===== src/rtl/module_sp.sv =====
// Serial-to-parallel lane receiver: recovers byte alignment from COM idles,
// declares the lane active after SYNC_COUNT aligned COMs, then delivers data bytes.
module module_sp #(
  parameter logic [7:0]  COM        = 8'hBC,
  parameter int unsigned SYNC_COUNT = 4
) (
  input  logic       clk_32f,
  input  logic       reset,
  input  logic       data_in,
  output logic [7:0] data_out,
  output logic       valid_out,
  output logic       active
);

  typedef enum logic [1:0] {SEARCH, ALIGN, ACTIVE} state_t;

  localparam logic [3:0] SYNC_N = SYNC_COUNT[3:0];

  state_t     state;
  logic [7:0] sr;
  logic [7:0] nxt;
  logic [2:0] bit_cnt;
  logic [3:0] bc_cnt;
  logic       boundary;
  logic       is_com;

  // nxt is the byte including the bit sampled on this edge
  assign nxt      = {sr[6:0], data_in};
  assign boundary = (bit_cnt == 3'd7);
  assign is_com   = (nxt == COM);

  always_ff @(posedge clk_32f or posedge reset) begin
    if (reset) begin
      state     <= SEARCH;
      sr        <= 8'h00;
      bit_cnt   <= 3'd0;
      bc_cnt    <= 4'd0;
      data_out  <= 8'h00;
      valid_out <= 1'b0;
      active    <= 1'b0;
    end else begin
      sr <= nxt;
      unique case (state)
        SEARCH: begin
          // Slide one bit per cycle until a COM lines up; bit 0 of the next byte follows
          if (is_com) begin
            bit_cnt <= 3'd0;
            bc_cnt  <= 4'd1;
            if (SYNC_COUNT == 1) begin
              state  <= ACTIVE;
              active <= 1'b1;
            end else begin
              state <= ALIGN;
            end
          end
        end
        ALIGN: begin
          bit_cnt <= bit_cnt + 3'd1;
          if (boundary) begin
            if (is_com) begin
              bc_cnt <= bc_cnt + 4'd1;
              if (bc_cnt + 4'd1 == SYNC_N) begin
                state  <= ACTIVE;
                active <= 1'b1;
              end
            end else begin
              // False or lost alignment: drop back and resume sliding next cycle
              state  <= SEARCH;
              bc_cnt <= 4'd0;
            end
          end
        end
        ACTIVE: begin
          bit_cnt <= bit_cnt + 3'd1;
          if (boundary) begin
            if (is_com) begin
              valid_out <= 1'b0;
            end else begin
              data_out  <= nxt;
              valid_out <= 1'b1;
            end
          end
        end
        default: state <= SEARCH;
      endcase
    end
  end

endmodule


===== config.mk =====
export PLATFORM = sky130hd
export DESIGN_NAME = module_sp
export DESIGN_NICKNAME = d
export VERILOG_FILES = /design/src/rtl/module_sp.sv
export SDC_FILE = /design/constraint.sdc
export NUM_CORES = 1
export LEC_CHECK = 0
export CORE_MARGIN = 2
export CORE_UTILIZATION = 40
export CTS_BUF_LIST = sky130_fd_sc_hd__clkbuf_16
export DETAILED_ROUTE_END_ITERATION = 16
export GPL_TIMING_DRIVEN = 0
export PLACE_DENSITY = 0.6
export SETUP_SLACK_MARGIN = 0.05
export SLEW_MARGIN = 20
export SYNTH_ARGS = -nofsm -noshare
export SYNTH_HDL_FRONTEND = slang
export SYNTH_SLANG_ARGS = --single-unit

===== constraint.sdc =====
create_clock -name clk_32f -period 1.5 [get_ports clk_32f]
set_input_delay 0.225 -clock clk_32f [delete_from_list [all_inputs] [get_ports clk_32f]]
set_output_delay 0.225 -clock clk_32f [all_outputs]
set_load 0.02 [all_outputs]

==> out/qor.yml <==
intPower_uw: 1360
avgSynthCellArea_um2: 12.4
clk_latency_ns: 0.26
grt.met3_usage_pct: 1.44
holdBufCountCts: 0
p_per_area_nw_per_um2: 882
cp.required_ns: 1.64
cts_tree: "yes"
fin_total_pwr_uw: 1720
grt_max_degree: 27
power.leakage_uw: 0.000934
hold_end: "sr[0]$_DFF_PP0_"
die_y_um: 62.5
core-area_um2: 3310
routedWlPerCell_um: 14.4
final_common_cell: "dfrtp_1"
cp-end-kind: "flip-flop"
dieWidth_um: 62.5
multiInputGateArea_um2: 800
timing.rr.start: "state[0]$_DFFE_PP0P_"
startpoint_type: "flip-flop"
synth_area_leaders: "dfrtp_1 (48%), mux2_4 (9.9%), ha_1 (7.3%)"
rows: 21
grt_busiest_layer: "met2"
vdd_drop_max_mv: 0.507
p_seq_share_pct: 43.5
ys_types: 41
fmax_mhz: 677
reg2reg_depth: 6
cp.buffers_inverters: 1
r2r_end: "state[0]$_DFFE_PP0P_"
layout-drive-gt1-share_pct: 42.9
fill_cells: 284
via_per_inst: 5.15
yosys.area.top_type: "dfrtp_1"
hpwl_um: 1710
maxCapViolations: 0
initial_core_util_pct: 41.3
hold_viol_final: 0
io_pins: 13
final_nets: 159
cts-htree-levels: 1
slowest_stage: "dfrtp_1"
drc_errors: 0
grt_use_met1_pct: 19.1
r2r_slack_ns: 0.02
slew_headroom_pct: 40.5
setup_viol: 0
p_sw_share_pct: 20.9
fin_crit_ns: 1.48
grt_util_met2_pct: 25.9
seqCellArea_um2: 653
crit_arrival_ns: 1.61
grt_first_pass_wirelength_um: 4690
worstSetupPathType: "flip-flop to flip-flop"
gp_congestion: 0.840
synth_area_um2: 1370
worst_clock_skew_ns: 0.00129
synth_top_area_share_pct: 47.5
holdPathStages: 1
cts_root_buffer: "clkbuf_16"
antenna_found_initial: 0
grt_pass1_vias: 1065
worstHoldStart: "data_in"
yosys_most_used_dff: "dfrtp_1"
path_clk_slew_ns: 0.06
max_stage_delay_ns: 0.43
numCtsBuffers: 3
status: "completed"
slew_viol_final: 0
final_util_pct: 58.8
p_comb_share_pct: 11.8
antenna_cells: 0
syn-num-nets: 121
track_usage_pct: 14.7
hold_class: "input pin to flip-flop"
yosysSeqAreaShare_pct: 47.5
wl_um: 2790
p_clk_share_pct: 44.7
port_buffers: 12
period_share_pct: 98.5
critPathTopFamily: "simple AND/OR/NAND/NOR gates"
ys_ff_latch: 26
syn2layout_area_growth_pct: 42.1
synth_enable_flop_cells: 0
final_cell_mix: "dfrtp_1 (24), buf_4 (21), mux2_4 (9)"
synth_warnings: 0
cts.sinks: 26
synthArstFlopShare_pct: 100
syn_inst: 110
power.switching_uw: 359
rsz0062_at_grt: "true"
vias: 993
drt-pass1-iter-count: 4
clockBufferDepth: 2
drt_iter0_markers: 32
worst_pin_slew_ns: 0.887
path_max_fanout: 8
drtAntennaViolNets: 0
crit_chain: "ha_2 > buf_6 > nor2b_4 > or2_1 > o21ai_1 > nand3_1"
die_area_um2: 3910
grt-ovfl-total: 0
[cells in the mapped netlist (2+ instances only)]
cell      n
dfrtp_1  26
mux2_4    9
o31ai_1   2
mux2i_1   3
nand3_1   2
a31oi_1   2
a21oi_1   4
a21o_1    2
o21ai_0   3
o21ai_1   2
inv_1     9
o22ai_1   2
nor2b_1   2
nand2_1   5
ha_1      8
nor2_1    4
[layer usage]
layer | routed length (µm) | share of wire, %
met3 | 57 | 2.0
met4 | 32 | 1.1
met5 | 0 | 0
met2 | 1470 | 53
met1 | 1230 | 44
[logic make-up after synthesis]
| kind of cell | synth area share (%) |
|---|---|
| and+or+nand+nor | 17.6 |
| DFF | 47.5 |
| AOI/OAI and AO/OA | 12.3 |
| muxes | 12.1 |
| buffers and inverters | 3.11 |
| adders and majority gates | 7.31 |
[timing repair]
item / CTS / global route
setup endpoints to repair: 19 / 22
buffers inserted: 16 / 5
pin swaps: 12 / 13
gates resized for setup: 23 / 15
cloned: 1 / 0
[stage by stage]
stage	setup WS [ns]	cell area [µm²]	cells	TNS (ns)	hold slack, ns
finish	0.0230	1950	193	0	0.280
CTS	0.0111	1870	188	0	0.292
global placement	-0.327	1550	168	-3.53	0.411
global route	-0.0364	1950	193	-0.120	0.302
floorplan	0.0525	1370	110	0	0.256
detailed placement	-0.317	1550	168	-3.44	0.414
[power groups by stage]
stage | sequential, µW | clock, µW | combinational, µW
after detailed placement | 756 | 0 | 144
after CTS | 744 | 795 | 180
final | 746 | 768 | 202
after global placement | 755 | 0 | 140
after floorplan | 753 | 0 | 110
after global routing | 748 | 811 | 222
[flip-flops by register name, summed over array words and instances, names as in the netlist]
signal,count
active,1
bc_cnt,4
bit_cnt,3
data_out,8
sr,7
state,2
valid_out,1
[layout make-up]
class	instances	area share, %
clock buffers	3	3.86
multi-input cells	74	41.1
repair buffers	33	14.7
inverters	9	1.74
clock inverters	1	1.54
flip-flops and latches	26	33.6
plain buffers	1	0.579
well taps	46	2.96
[worst max path at each step]
stage | from | to | slack, ns | cells past startpoint
floorplan | bit_cnt[0]$_DFFE_PP0P_ | data_out[0]$_DFFE_PP0P_ | 0.05 | 5
global placement | data_in | bit_cnt[0]$_DFFE_PP0P_ | -0.33 | 5
detailed placement | data_in | bit_cnt[0]$_DFFE_PP0P_ | -0.32 | 5
CTS | bc_cnt[1]$_DFFE_PP0P_ | state[1]$_DFFE_PP0P_ | 0.01 | 5
global route | state[1]$_DFFE_PP0P_ | state[0]$_DFFE_PP0P_ | -0.04 | 7
finish | state[0]$_DFFE_PP0P_ | state[0]$_DFFE_PP0P_ | 0.02 | 6
Note: power is estimated with default switching activity, not from simulation.
